## config.mk

```make
export PLATFORM = sky130hd
export DESIGN_NAME = reg_writeback
export DESIGN_NICKNAME = d
export VERILOG_FILES = /design/src/rtl/reg_writeback_pkg.sv /design/src/rtl/reg_file_core.sv /design/src/rtl/reg_writeback.sv
export SDC_FILE = /design/constraint.sdc
export NUM_CORES = 1
export LEC_CHECK = 0
export BUFFER_PORTS_ARGS = -buffer_cell sky130_fd_sc_hd__clkbuf_2
export CAP_MARGIN = 25
export CELL_PAD_IN_SITES_DETAIL_PLACEMENT = 1
export CELL_PAD_IN_SITES_GLOBAL_PLACEMENT = 1
export CORE_ASPECT_RATIO = 1.5
export CORE_MARGIN = 4
export CORE_UTILIZATION = 45
export CTS_CLUSTER_DIAMETER = 200
export CTS_CLUSTER_SIZE = 12
export DETAILED_ROUTE_END_ITERATION = 10
export PLACE_DENSITY_LB_ADDON = 0.1
export SETUP_SLACK_MARGIN = 0.05
export SLEW_MARGIN = 10
export SYNTH_ARGS = -nofsm -noshare
export SYNTH_HDL_FRONTEND = slang
export SYNTH_SLANG_ARGS = --single-unit
export TNS_END_PERCENT = 100
```

## constraint.sdc

```tcl
create_clock -name clk -period 2.09 [get_ports clk]
set_input_delay 0.1045 -clock clk [delete_from_list [all_inputs] [get_ports clk]]
set_output_delay 0.1045 -clock clk [all_outputs]
set_load 0.01 [all_outputs]
```

## src/rtl/reg_writeback_pkg.sv

```systemverilog
`default_nettype none
// ============================================================================
// reg_writeback_pkg : shared encodings, FSM state type and defaults
// Rev 1.0
// ============================================================================
package reg_writeback_pkg;

    localparam int DEFAULT_WIDTH = 8;
    localparam int DEFAULT_NREGS = 8;

    localparam logic [2:0] SRC_NONE = 3'b000;
    localparam logic [2:0] SRC_ALU  = 3'b001;
    localparam logic [2:0] SRC_MEM  = 3'b010;
    localparam logic [2:0] SRC_IMM  = 3'b011;
    localparam logic [2:0] SRC_PAR  = 3'b100;

    typedef enum logic [1:0] {
        ST_IDLE     = 2'd0,
        ST_WAIT_MEM = 2'd1,
        ST_COMMIT   = 2'd2
    } wb_state_t;

    // Selects above SRC_PAR fall back to no-write, like the upstream mux default.
    function automatic logic sel_writes(input logic [2:0] sel);
        return (sel != SRC_NONE) && (sel <= SRC_PAR);
    endfunction

endpackage
`default_nettype wire

```

## src/rtl/reg_file_core.sv

```systemverilog
`default_nettype none
// ============================================================================
// reg_file_core : register array, 1 write port, 2 async read ports, r0 = 0
// Rev 1.0
// ============================================================================
module reg_file_core #(
    parameter int WIDTH = 8,
    parameter int NREGS = 8,
    parameter int AW    = $clog2(NREGS)
) (
    input  logic             clk,
    input  logic             reset_n,
    input  logic             we,
    input  logic [AW-1:0]    waddr,
    input  logic [WIDTH-1:0] wdata,
    input  logic [AW-1:0]    raddr_a,
    output logic [WIDTH-1:0] rdata_a,
    input  logic [AW-1:0]    raddr_b,
    output logic [WIDTH-1:0] rdata_b
);

    logic [WIDTH-1:0] r_mem [NREGS];

    always_ff @(posedge clk or negedge reset_n) begin
        if (!reset_n) begin
            for (int i = 0; i < NREGS; i++) begin
                r_mem[i] <= '0;
            end
        end else if (we && (waddr != '0)) begin
            r_mem[waddr] <= wdata;
        end
    end

    assign rdata_a = (raddr_a == '0) ? '0 : r_mem[raddr_a];
    assign rdata_b = (raddr_b == '0) ? '0 : r_mem[raddr_b];

endmodule
`default_nettype wire

```

## src/rtl/reg_writeback.sv

```systemverilog
`default_nettype none
// ============================================================================
// reg_writeback : write-back FSM, pipeline register, read forwarding, flags
// Rev 1.0
// ============================================================================
module reg_writeback
    import reg_writeback_pkg::*;
#(
    parameter int WIDTH = DEFAULT_WIDTH,
    parameter int NREGS = DEFAULT_NREGS,
    localparam int AW   = $clog2(NREGS)
) (
    input  logic             clk,
    input  logic             reset_n,
    input  logic             wb_valid,
    input  logic [2:0]       wb_sel,
    input  logic [WIDTH-1:0] wb_data,
    input  logic [AW-1:0]    wb_addr,
    input  logic             mem_ready,
    output logic             wb_stall,
    input  logic [AW-1:0]    ra_addr,
    input  logic [AW-1:0]    rb_addr,
    output logic [WIDTH-1:0] ra_data,
    output logic [WIDTH-1:0] rb_data,
    output logic             flag_zero,
    output logic             flag_parity
);

    wb_state_t        r_state;
    wb_state_t        w_next_state;
    logic [AW-1:0]    r_pipe_addr;
    logic [WIDTH-1:0] r_pipe_data;
    logic             r_flag_zero;
    logic             r_flag_parity;

    logic             w_req_write;
    logic             w_req_wait;
    logic             w_latch;
    logic             w_stall;
    logic             w_commit;
    logic             w_we;
    logic             w_fwd_a;
    logic             w_fwd_b;
    logic [WIDTH-1:0] w_file_a;
    logic [WIDTH-1:0] w_file_b;

    always_comb begin
        w_req_write  = wb_valid && sel_writes(wb_sel) && ((wb_sel != SRC_MEM) || mem_ready);
        w_req_wait   = wb_valid && (wb_sel == SRC_MEM) && !mem_ready;
        w_latch      = 1'b0;
        w_stall      = 1'b0;
        w_next_state = ST_IDLE;
        case (r_state)
            ST_WAIT_MEM: begin
                w_stall      = !mem_ready;
                w_latch      = mem_ready;
                w_next_state = mem_ready ? ST_COMMIT : ST_WAIT_MEM;
            end
            // IDLE and COMMIT take new requests identically; COMMIT drains in parallel.
            default: begin
                w_stall = w_req_wait;
                w_latch = w_req_write;
                if (w_req_write) begin
                    w_next_state = ST_COMMIT;
                end else if (w_req_wait) begin
                    w_next_state = ST_WAIT_MEM;
                end else begin
                    w_next_state = ST_IDLE;
                end
            end
        endcase
    end

    always_ff @(posedge clk or negedge reset_n) begin
        if (!reset_n) begin
            r_state       <= ST_IDLE;
            r_pipe_addr   <= '0;
            r_pipe_data   <= '0;
            r_flag_zero   <= 1'b0;
            r_flag_parity <= 1'b0;
        end else begin
            r_state <= w_next_state;
            if (w_latch) begin
                r_pipe_addr <= wb_addr;
                r_pipe_data <= wb_data;
            end
            if (w_commit) begin
                r_flag_zero   <= (r_pipe_data == '0);
                r_flag_parity <= ^r_pipe_data;
            end
        end
    end

    assign w_commit = (r_state == ST_COMMIT);
    assign w_we     = w_commit && (r_pipe_addr != '0);

    reg_file_core #(
        .WIDTH (WIDTH),
        .NREGS (NREGS),
        .AW    (AW)
    ) u_core (
        .clk     (clk),
        .reset_n (reset_n),
        .we      (w_we),
        .waddr   (r_pipe_addr),
        .wdata   (r_pipe_data),
        .raddr_a (ra_addr),
        .rdata_a (w_file_a),
        .raddr_b (rb_addr),
        .rdata_b (w_file_b)
    );

    assign w_fwd_a = w_we && (ra_addr == r_pipe_addr);
    assign w_fwd_b = w_we && (rb_addr == r_pipe_addr);

    assign ra_data     = w_fwd_a ? r_pipe_data : w_file_a;
    assign rb_data     = w_fwd_b ? r_pipe_data : w_file_b;
    assign wb_stall    = reset_n && w_stall;
    assign flag_zero   = r_flag_zero;
    assign flag_parity = r_flag_parity;

endmodule
`default_nettype wire

```

==> key figures, run 1 <==
STA
  – Final WS setup: -0.1571 ns
  – Worst slew pin tran: 1.149 ns
  – WHS: 0.01095 ns
  – Final Critical Period: 2.247 ns
  – FMAX: 445.0 MHz
  – RSZ-0062 raised after global routing: true
  – Worst rel slew slack: 22.97%
  – Endpoints failing setup: 8
  – Setup TNS: -1.039 ns
  – Tcrit/Tclk final: 107.5%
  – Skew final: 0.006270 ns
  – Final Max Slew Viols: 0
  – Fin. Hold Viols: 0

GRT
  – Layer with the highest usage: met2
  – Met3 GRT Util: 4.309%
  – Largest net degree at the start of global routing: 80
  – GRT Overall Usage: 24.95%
  – Vias in the first global route: 3689
  – M2 GR Usage: 44.76%
  – Met1 Use GR: 28.61%
  – First-pass GRT wire length: 20400 um
  – Initial antenna violation count: 0
  – Total gr overflow: 0

Pwr
  – Clock power frac: 25.7%
  – Static leakage: 0.002441 uW
  – Internal power: 4383 uW
  – VDD IR max: 0.7209 mV
  – Seq pwr share: 40.0%
  – Psw: 2135 uW
  – Power share of the combinational group: 34.3%
  – Pwr Density: 1181 nW/um^2
  – Net Sw Frac: 32.76%

Drt
  – Total number of vias: 3239
  – DRT Pass-1 Iters: 4
  – Iteration-0 DRC Markers: 164
  – Antenna-violating nets left: 0
  – Total wire length: 12990 um
  – Post-DR wirelength/cell: 24.36 um
  – Routed vias/inst: 6.077
  – DRC viols: 0

Synth
  – Synthesized area per cell: 12.70 sq um
  – Register bit count reported by yosys: 79
  – Syn Inst Count: 341
  – Top FF cell, synth: dfrtp_1
  – Yosys warning count: 0
  – Async S/R FF share, synth: 100.0%
  – Synthesized net count: 369
  – Unique masters post-synth: 41
  – Register area share after synthesis: 45.64%
  – Post-Syn Area: 4332 sq um
  – Post-synth EDFFs: 0

Floorplanning
  – # rows: 43
  – Die area: 11290 sq um
  – Die span in x: 88.11 um
  – Core area: 9308 sq um
  – Die Ht: 128.2 um
  – Initial Util: 46.54%
  – # IOs: 43

Worst setup path
  – CP required: 1.99 ns
  – FF-to-FF setup slack: 0.26 ns
  – CP max FO: 4
  – R2R Path End: u_core.r_mem[37]$_DFFE_PN0P_
  – CP max stage delay: 0.44 ns
  – Critical Path End: rb_data[5]
  – Critical Path Source Type: flip-flop
  – Critical path origin: r_pipe_addr[2]$_DFFE_PN0P_
  – CP arrival: 2.14 ns
  – Crit Path Category: flip-flop to output pin
  – Slowest cell on crit path: dfrtp_2
  – R2R cell count: 5
  – CP Capture Type: output pin
  – FF-to-FF Start: r_state[0]$_DFF_PN0_
  – Crit-path cells: or3b_1 -> a211oi_2 -> o211ai_2 -> buf_6 -> o32ai_2 -> clkbuf_2

Finish
  – Most common cell after layout, fill and taps aside: dfrtp_1
  – Cell area after layout: 5519 sq um
  – Most frequent cells in the layout: dfrtp_1 (78), nand2_1 (40), clkbuf_2 (39), o21ai_0 (34)
  – Antenna cell count: 0
  – Final net count: 444
  – Syn-to-layout area delta: 27.41%
  – Share of post-route cells with drive strength above 1: 45.13%

Placement
  – RD Place Congestion: 0.8139
  – Dpl cell area: 4820 sq um
  – Pre-CTS WS: 0.06234 ns
  – Hpwl dp: 8861 um
  – IO buf count: 42

CTS
  – Cts bufs inserted: 9
  – CTS H-tree depth: 3
  – Clock latency on the worst-skew pair: 0.34 ns
  – CTS tree: done
  – Clock-pin slew on the worst setup and hold paths: 0.05 ns
  – CTS sink count: 79
  – Root buf cell: clkbuf_16
  – Max clock buf depth: 2

Outcome
  – Violated checks: negative setup slack
  – Status: finished, violations left

Hold path
  – Worst hold-check path type: input pin to flip-flop

Run
  – # Max-Cap Violations: 0
==> timing repair <==
action / in CTS / in global routing
buffers inserted: 6 / 3
endpoints found under the hold margin: 90 / 0
pin swaps: 4 / 6
endpoints found under the setup margin: 16 / 16
hold buffers: 12 / 0
resized for setup: 19 / 15
==> stage by stage <==
step | cells | util (%) | total power [uW]
detailed placement | 496 | 51.78 | 4629
global route | 533 | 59.30 | 6919
global placement | 496 | 51.73 | 4531
finish | 533 | 59.30 | 6518
CTS | 530 | 58.29 | 6493
floorplan | 341 | - | 3874
==> worst max-delay path: cells and delay by family, from the launching register on <==
family	cells	cell delay, ns
AND/OR/NAND/NOR	1	0.38
flip-flops	1	0.44
buffers and inverters	2	0.36
AO/OA/AOI/OAI	3	0.62
==> synth_stat cells (2+ instances only) <==
| library cell | count | area share (%) |
|---|---|---|
| and3_1 | 2 | 0.29 |
| buf_2 | 6 | 0.69 |
| buf_4 | 9 | 1.6 |
| clkbuf_1 | 13 | 1.1 |
| dfrtp_1 | 79 | 46 |
| ha_1 | 4 | 1.2 |
| inv_1 | 8 | 0.69 |
| mux2_1 | 4 | 1.0 |
| mux2_2 | 32 | 8.3 |
| mux2i_1 | 16 | 3.7 |
| mux4_2 | 32 | 17 |
| nand2_1 | 40 | 3.5 |
| nand2b_1 | 2 | 0.29 |
| nand4_1 | 10 | 1.4 |
| nor2_1 | 5 | 0.43 |
| nor2b_1 | 2 | 0.29 |
| o21ai_0 | 34 | 3.9 |
| o31ai_1 | 8 | 1.4 |
| o32ai_1 | 8 | 1.6 |
| xnor2_1 | 5 | 1.0 |
| xor2_1 | 2 | 0.40 |
==> worst min path at each step <==
stage / depth (start not counted) / slack, ns / startpoint / end
2_1_floorplan: 0 / -0.19 / reset_n / flag_parity$_DFFE_PN0P_
3_3_place_gp: 2 / 0.21 / reset_n / u_core.r_mem[3]$_DFFE_PN0P_
3_5_place_dp: 2 / 0.21 / reset_n / u_core.r_mem[13]$_DFFE_PN0P_
4_1_cts: 2 / 0.002 / wb_addr[2] / r_pipe_addr[2]$_DFFE_PN0P_
5_1_grt: 2 / 0.03 / wb_addr[2] / r_pipe_addr[2]$_DFFE_PN0P_
6_report: 2 / 0.01 / wb_addr[2] / r_pipe_addr[2]$_DFFE_PN0P_
==> power groups by stage <==
stage | Sequential (uW) | Clock, uW | Combinational [uW]
after floorplan | 2410 | 0 | 1470
after global placement | 2580 | 0 | 1950
after detailed placement | 2620 | 0 | 2010
after CTS | 2600 | 1710 | 2180
after global routing | 2680 | 1790 | 2450
final | 2610 | 1670 | 2240
==> layer usage <==
layer | routed length [um] | up-vias | part of all wire [%]
met5 | 0 | - | 0
met3 | 441 | 23 | 3.4
li1 | - | 1439 | -
met1 | 5159 | 1691 | 40
met2 | 7068 | 86 | 54
met4 | 316 | 0 | 2.4
==> registers in the layout, summed over array words and instances, names as in the netlist <==
name and cells:
r_pipe_addr 3, r_state 2, flag_zero 1, u_core.r_mem 64, r_pipe_data 8, flag_parity 1
==> cell type report <==
cell class	instances	area, sq um
Fill cell	936	3789
Multi-Input combinational cell	225	2337
Sequential cell	79	1978
Timing Repair Buffer	93	719.4
Clock buffer	11	232.7
Tap cell	112	140.1
Clock inverter	5	81.33
Inverter	8	30.03
==> cells by family after synthesis <==
kind of cell / Yosys count / share of synthesized area (%)
simple gates: 73 / 8.839
compound gates: 57 / 8.926
fa+ha+maj: 4 / 1.155
xor+xnor: 7 / 1.415
buf+inv: 37 / 4.333
flops: 79 / 45.64
mux: 84 / 29.69
Power figures use the tool's default switching activity.
==> run 2, diff against run 1 <==
CELL_PAD_IN_SITES_DETAIL_PLACEMENT = 2   (was 1)
CELL_PAD_IN_SITES_GLOBAL_PLACEMENT = 2   (was 1)
CORE_UTILIZATION = 41   (was 45)
SETUP_SLACK_MARGIN = 0.1   (was 0.05)
==> run 2 against run 1 <==
  * The run still ends with negative setup slack left
  * Wire length increased by 27%
  * Die area up 9.0%
  * Clock-buffer cell count is 1 lower
  * Sequential cell count did not move
  * Non-clock buffer count increased by 4
  * Largest power group unchanged
==> key figures, run 2 (same netlist as run 1, synthesis figures left out) <==
Outcome
  – Status: finished, violations left (unchanged)
  – Violated checks: negative setup slack (unchanged)

CTS
  – Max clock buf depth: 2 (unchanged)
  – CTS H-tree depth: 3 (unchanged)
  – CTS sink count: 79 (unchanged)
  – Cts bufs inserted: 9 (unchanged)
  – CTS tree: done (unchanged)
  – Clock latency on the worst-skew pair: 0.34 ns (about the same)
  – Clock-pin slew on the worst setup and hold paths: 0.06 ns (was 0.05 ns)
  – Root buf cell: clkbuf_16 (unchanged)

GRT
  – Largest net degree at the start of global routing: 71 (was 80)
  – Total gr overflow: 0 (unchanged)
  – Initial antenna violation count: 0 (unchanged)
  – GRT Overall Usage: 26.12% (was 24.95%)
  – Vias in the first global route: 3940 (was 3689)
  – First-pass GRT wire length: 23490 um (was 20400 um)

Pwr
  – Psw: 2480 uW (was 2135 uW)
  – Static leakage: 0.002499 uW (was 0.002441 uW)
  – Power share of the combinational group: 35.9% (was 34.3%)
  – Net Sw Frac: 34.96% (was 32.76%)
  – VDD IR max: 0.7405 mV (was 0.7209 mV)
  – Pwr Density: 1237 nW/um^2 (was 1181 nW/um^2)
  – Clock power frac: 26.2% (was 25.7%)
  – Pwr Total: 7093 uW (was 6518 uW)
  – Seq pwr share: 37.8% (was 40.0%)
  – Internal power: 4613 uW (was 4383 uW)

Drt
  – Total wire length: 16500 um (was 12990 um)
  – Routed vias/inst: 6.057 (was 6.077)
  – Antenna-violating nets left: 0 (unchanged)
  – Iteration-0 DRC Markers: 226 (was 164)
  – Post-DR wirelength/cell: 29.15 um (was 24.36 um)
  – DRC viols: 0 (unchanged)
  – DRT Pass-1 Iters: 4 (unchanged)
  – Total number of vias: 3428 (was 3239)

Finish
  – Non-Filler Instances: 566 (was 533)
  – Largest register FFs: 64 (unchanged)
  – Syn-to-layout area delta: 32.32% (was 27.41%)
  – Most frequent cells in the layout: dfrtp_1 (77), nand2_1 (40), o21ai_0 (34), buf_4 (33) (was dfrtp_1 (78), nand2_1 (40), clkbuf_2 (39), o21ai_0 (34))
  – Largest register by flop count: u_core.r_mem (unchanged)
  – Most common cell after layout, fill and taps aside: dfrtp_1 (unchanged)
  – Final net count: 448 (was 444)
  – Cell area after layout: 5732 sq um (was 5519 sq um)
  – Top flop regs: u_core.r_mem (64), r_pipe_data (8), r_pipe_addr (3) (unchanged)
  – Share of post-route cells with drive strength above 1: 47.53% (was 45.13%)
  – Antenna cell count: 0 (unchanged)

Placement
  – Placed cell count: 528 (was 496)
  – Hpwl dp: 9966 um (was 8861 um)
  – RD Place Congestion: 0.8558 (was 0.8139)
  – IO buf count: 42 (unchanged)
  – Dpl cell area: 4848 sq um (was 4820 sq um)

Worst setup path
  – Slowest cell on crit path: or3b_4 (was dfrtp_2)
  – CP required: 1.99 ns (about the same)
  – CP max stage delay: 0.43 ns (was 0.44 ns)
  – Crit Path Category: flip-flop to output pin (unchanged)
  – CP max FO: 8 (was 4)
  – Critical Path Source Type: flip-flop (unchanged)
  – CP Capture Type: output pin (unchanged)
  – Crit-path cells: or3b_4 -> a211oi_4 -> o211ai_4 -> o32ai_2 -> buf_2 (was or3b_1 -> a211oi_2 -> o211ai_2 -> buf_6 -> o32ai_2 -> clkbuf_2)
  – CP arrival: 2.20 ns (was 2.14 ns)

STA
  – Final Max Slew Viols: 0 (unchanged)
  – Tcrit/Tclk final: 110.1% (was 107.5%)
  – Worst rel slew slack: 57.86% (was 22.97%)
  – Final Critical Period: 2.301 ns (was 2.247 ns)
  – RSZ-0062 raised after global routing: true (unchanged)
  – Skew final: 0.005080 ns (was 0.006270 ns)
  – Endpoints failing setup: 8 (unchanged)
  – Fin. Hold Viols: 0 (unchanged)
  – FMAX: 434.6 MHz (was 445.0 MHz)
  – Worst slew pin tran: 0.6291 ns (was 1.149 ns)
  – Final WS setup: -0.2110 ns (was -0.1571 ns)

Run
  – # Max-Cap Violations: 0 (unchanged)

Floorplanning
  – Die span in x: 91.93 um (was 88.11 um)
  – Die area: 12310 sq um (was 11290 sq um)
  – Die Ht: 133.9 um (was 128.2 um)
  – # IOs: 43 (unchanged)
  – # rows: 45 (was 43)
  – Initial Util: 42.27% (was 46.54%)
  – Core area: 10250 sq um (was 9308 sq um)

Hold path
  – Worst hold-check path type: input pin to flip-flop (unchanged)
[run 2: changes by cell type in the layout (fill, tap and decap cells not counted), sizes merged]
cell / before / now
buf: 42 / 55
clkbuf: 50 / 40
bufinv: 2 / 3
clkinv: 1 / 2
inv: 9 / 8
[run 2: stage by stage]
step                      worst slack, ns  hold slack (ns)  TNS (ns)  utilization (%)
after floorplan                    0.4579          -0.1911         0                -
after global placement            0.06340         -0.04153         0            47.24
after detailed placement           0.1023         -0.04046         0            47.31
after CTS                         -0.1395          0.02060   -0.9318            53.86
after global routing              -0.2541          0.06157    -1.921            55.93
final                             -0.2110          0.05280    -1.410            55.93
[run 2: repair_timing]
action                                  CTS  global route
resized for setup                        29            35
endpoints found under the setup margin   16            16
hold endpoints to repair                 90             0
hold buffers                             12             0
pin swaps                                14            14
buffers inserted                          4             6
[run 2: power by group through the flow]
| stage | Clock (uW) | Combinational [uW] | Sequential (uW) |
|---|---|---|---|
| detailed placement | 0 | 2080 | 2620 |
| global route | 1960 | 2730 | 2740 |
| finish | 1860 | 2550 | 2680 |
| global placement | 0 | 1970 | 2560 |
| floorplan | 0 | 1470 | 2410 |
| CTS | 1870 | 2310 | 2640 |
[run 2: worst paths after layout]
kind / cells past startpoint / to / slack [ns] / from
max in group asynchronous: 3 / r_pipe_addr[1]$_DFFE_PN0P_ / 1.30 / reset_n
min: 2 / r_pipe_addr[2]$_DFFE_PN0P_ / 0.05 / wb_addr[2]
min reg2reg: 0 / u_core.r_mem[57]$_DFFE_PN0P_ / 0.40 / u_core.r_mem[57]$_DFFE_PN0P_
min in group asynchronous: 2 / u_core.r_mem[27]$_DFFE_PN0P_ / 0.14 / reset_n
max reg2reg: 5 / u_core.r_mem[38]$_DFFE_PN0P_ / 0.23 / r_state[0]$_DFF_PN0_
max: 5 / rb_data[2] / -0.21 / r_pipe_addr[1]$_DFFE_PN0P_
[run 2: layer usage]
metal / part of all wire (%) / GRT usage, % / vias to the layer above
li1: - / - / 1432
met3: 3.9 / 3.984 / 37
met2: 55 / 48.37 / 124
met5: 0 / 0 / -
met4: 2.9 / 12.48 / 0
met1: 38 / 28.87 / 1835
[run 2: layout make-up]
| class | count | area, sq um |
|---|---|---|
| Clock buffer | 10 | 239.0 |
| Clock inverter | 6 | 107.6 |
| Fill cell | 958 | 4516 |
| Inverter | 8 | 30.03 |
| Multi-Input combinational cell | 225 | 2459 |
| Sequential cell | 79 | 1979 |
| Tap cell | 141 | 176.4 |
| Timing Repair Buffer | 97 | 740.7 |
[run 2: critical path, delay by kind of cell (launching register included)]
kind / cells / cell delay (ns)
AND/OR/NAND/NOR: 1 / 0.43
flip-flops: 1 / 0.42
buffers and inverters: 1 / 0.19
AO/OA/AOI/OAI: 3 / 0.82
==> run 3, diff against run 2 <==
CORE_UTILIZATION = 37   (was 41)
CTS_CLUSTER_DIAMETER = 30   (was 200)
clock period = 2.1 ns   (was 2.09 ns; I/O delays follow)
==> run 3 against run 2 <==
  * The flow still finishes with violations (negative setup slack)
  * Hold slack got worse by 0.043 ns
  * Sequential power decreased by 3%
  * Via count decreased by 8.0%
  * Sequential cell count unchanged
  * Global-route usage decreased by 3.8 points
  * Final cell count increased by 0.18%
  * First-iteration DRC count decreased by 52%
  * Combinational power decreased by 11%
  * Power decreased by 7.4%
  * Critical path type unchanged
==> key figures, run 3 (same netlist as run 1, synthesis figures left out) <==
STA
  – Final Max Slew Viols: 0 (unchanged)
  – Tcrit/Tclk final: 102.4%
  – Skew final: 0.004008 ns (was 0.005080 ns)
  – Endpoints failing setup: 8 (unchanged)
  – Worst rel slew slack: 49.42% (was 57.86%)
  – Final Critical Period: 2.150 ns
  – Worst slew pin tran: 0.7546 ns (was 0.6291 ns)
  – Final WS setup: -0.04981 ns (was -0.2110 ns)
  – FMAX: 465.2 MHz
  – RSZ-0062 raised after global routing: true (unchanged)
  – Fin. Hold Viols: 0 (unchanged)

Drt
  – DRC viols: 0 (unchanged)
  – Iteration-0 DRC Markers: 109 (was 226)
  – Total number of vias: 3155 (was 3428)
  – Routed vias/inst: 5.564 (was 6.057)
  – Total wire length: 14180 um (was 16500 um)
  – Post-DR wirelength/cell: 25.01 um (was 29.15 um)
  – DRT Pass-1 Iters: 4 (unchanged)
  – Antenna-violating nets left: 0 (unchanged)

Floorplanning
  – # IOs: 43 (unchanged)
  – Core area: 11470 sq um (was 10250 sq um)
  – Die span in x: 96.35 um (was 91.93 um)
  – Initial Util: 37.76% (was 42.27%)
  – Die Ht: 140.5 um (was 133.9 um)
  – Die area: 13540 sq um (was 12310 sq um)
  – # rows: 48 (was 45)

Run
  – # Max-Cap Violations: 0 (unchanged)

Finish
  – Filler cell count: 1158 (was 958)
  – Share of post-route cells with drive strength above 1: 45.80% (was 47.53%)
  – Most common cell after layout, fill and taps aside: dfrtp_1 (unchanged)
  – Largest register FFs: 64 (unchanged)
  – Most frequent cells in the layout: dfrtp_1 (79), nand2_1 (40), o21ai_0 (34) (was dfrtp_1 (77), nand2_1 (40), o21ai_0 (34), buf_4 (33))
  – Syn-to-layout area delta: 28.02% (was 32.32%)
  – Post-layout util: 48.34% (was 55.93%)
  – Reg area: 1977 sq um (was 1979 sq um)
  – Antenna cell count: 0 (unchanged)
  – Largest register by flop count: u_core.r_mem (unchanged)
  – Final net count: 440 (was 448)
  – Top flop regs: u_core.r_mem (64), r_pipe_data (8), r_pipe_addr (3) (unchanged)
  – Multi-input logic area: 2356 sq um (was 2459 sq um)

Hold path
  – Worst hold-check path type: input pin to flip-flop (unchanged)
  – Hold Crit Start: wb_data[1] (was wb_addr[2])

Worst setup path
  – CP arrival: 2.04 ns (was 2.20 ns)
  – FF-to-FF setup slack: 0.25 ns (was 0.23 ns)
  – Crit Path Category: flip-flop to output pin (unchanged)
  – Critical Path Source Type: flip-flop (unchanged)
  – Crit-path cells: or3b_4 -> a211oi_4 -> o21a_4 -> o32ai_2 -> buf_2 (was or3b_4 -> a211oi_4 -> o211ai_4 -> o32ai_2 -> buf_2)
  – CP Capture Type: output pin (unchanged)
  – R2R Path End: u_core.r_mem[39]$_DFFE_PN0P_ (was u_core.r_mem[38]$_DFFE_PN0P_)
  – CP max FO: 8 (unchanged)
  – FF-to-FF Start: r_state[0]$_DFF_PN0_ (unchanged)
  – R2R cell count: 6 (was 5)
  – CP max stage delay: 0.40 ns (was 0.43 ns)
  – Critical path origin: r_pipe_addr[2]$_DFFE_PN0P_ (was r_pipe_addr[1]$_DFFE_PN0P_)
  – Critical Path End: rb_data[5] (was rb_data[2])
  – CP required: 2.00 ns (was 1.99 ns)
  – Slowest cell on crit path: dfrtp_1 (was or3b_4)

CTS
  – Root buf cell: clkbuf_16 (unchanged)
  – Cts bufs inserted: 9 (unchanged)
  – CTS tree: done (unchanged)
  – CTS sink count: 79 (unchanged)
  – Clock-pin slew on the worst setup and hold paths: 0.06 ns (about the same)
  – CTS H-tree depth: 3 (unchanged)
  – Max clock buf depth: 2 (unchanged)
  – Clock latency on the worst-skew pair: 0.34 ns (about the same)

Pwr
  – VDD IR max: 0.4957 mV (was 0.7405 mV)
  – Static leakage: 0.002444 uW (was 0.002499 uW)
  – Pwr Density: 1184 nW/um^2 (was 1237 nW/um^2)

GRT
  – Vias in the first global route: 3727 (was 3940)
  – Initial antenna violation count: 0 (unchanged)
  – Total gr overflow: 0 (unchanged)
  – GRT Overall Usage: 22.37% (was 26.12%)
  – First-pass GRT wire length: 21890 um (was 23490 um)
  – Largest net degree at the start of global routing: 80 (was 71)

Placement
  – Pre-CTS WS: 0.1824 ns (was 0.1023 ns)
  – RD Place Congestion: 0.7596 (was 0.8558)
  – IO buf count: 42 (unchanged)
  – Hpwl dp: 9565 um (was 9966 um)

Outcome
  – Violated checks: negative setup slack (unchanged)
  – Status: finished, violations left (unchanged)
[run 3: changes by cell type in the layout (fill, tap and decap cells not counted), sizes merged]
cell         delta
clkinvlp        -1
clkbuf          +6
bufinv          -2
clkinv          -1
dlygate4sd3     -1
buf             -9
[run 3: cell type report]
| type | instances | area share, % |
|---|---|---|
| clock buffers | 14 | 5.302 |
| clock inverters | 2 | 0.6318 |
| inverters | 8 | 0.5415 |
| multi-input cells | 225 | 42.49 |
| flip-flops and latches | 79 | 35.65 |
| well taps | 150 | 3.384 |
| repair buffers | 89 | 12.00 |
[run 3: how the worst min path moves through the flow]
stage | endpoint | slack, ns | depth (start not counted)
2_1_floorplan | flag_parity$_DFFE_PN0P_ | -0.19 | 0
3_3_place_gp | r_pipe_data[0]$_DFFE_PN0P_ | 0.20 | 2
3_5_place_dp | r_pipe_data[0]$_DFFE_PN0P_ | 0.21 | 2
4_1_cts | r_pipe_data[1]$_DFFE_PN0P_ | 0.003 | 2
5_1_grt | r_pipe_data[1]$_DFFE_PN0P_ | 0.01 | 2
6_report | r_pipe_data[1]$_DFFE_PN0P_ | 0.01 | 2
[run 3: where the power goes]
group | internal, uW | leakage [uW] | switching [uW]
Sequential | 2090 | 0.000996 | 497
Combinational | 1220 | 0.00128 | 1050
Clock | 1080 | 0.000165 | 623
[run 3: worst max-delay path: cells and delay by family, from the launching register on]
| kind | cells | cell delay (ns) |
|---|---|---|
| simple gates | 1 | 0.39 |
| buf+inv | 1 | 0.16 |
| compound gates | 3 | 0.76 |
| flops | 1 | 0.40 |
[run 3: repair_timing]
| action | CTS | global route |
|---|---|---|
| buffers inserted | 1 | 6 |
| pin swaps | 11 | 11 |
| endpoints found under the hold margin | 89 | 0 |
| hold buffers | 11 | 0 |
| gates resized for setup | 27 | 20 |
| endpoints found under the setup margin | 16 | 16 |
[run 3: per-stage QoR]
| stage | instance area [sq um] | TNS [ns] | total power, uW | instances | hold WS (ns) |
|---|---|---|---|---|---|
| after floorplan | 4332 | 0 | 3856 | 341 | -0.1906 |
| after global placement | 4810 | 0 | 4516 | 532 | 0.2044 |
| after detailed placement | 4815 | 0 | 4654 | 532 | 0.2116 |
| after CTS | 5419 | -0.6024 | 6546 | 560 | 0.002787 |
| after global routing | 5545 | -0.8733 | 6961 | 567 | 0.01126 |
| final | 5545 | -0.2653 | 6568 | 567 | 0.01027 |
[run 3: per-layer routing]
layer  global-route usage (%)  up-vias  part of all wire (%)
li1                         -     1422                     -
met1                    27.25     1665                    40
met4                    7.243        0                   1.8
met5                        0        -                     0
met2                    39.72       51                    56
met3                    3.278       17                   2.2
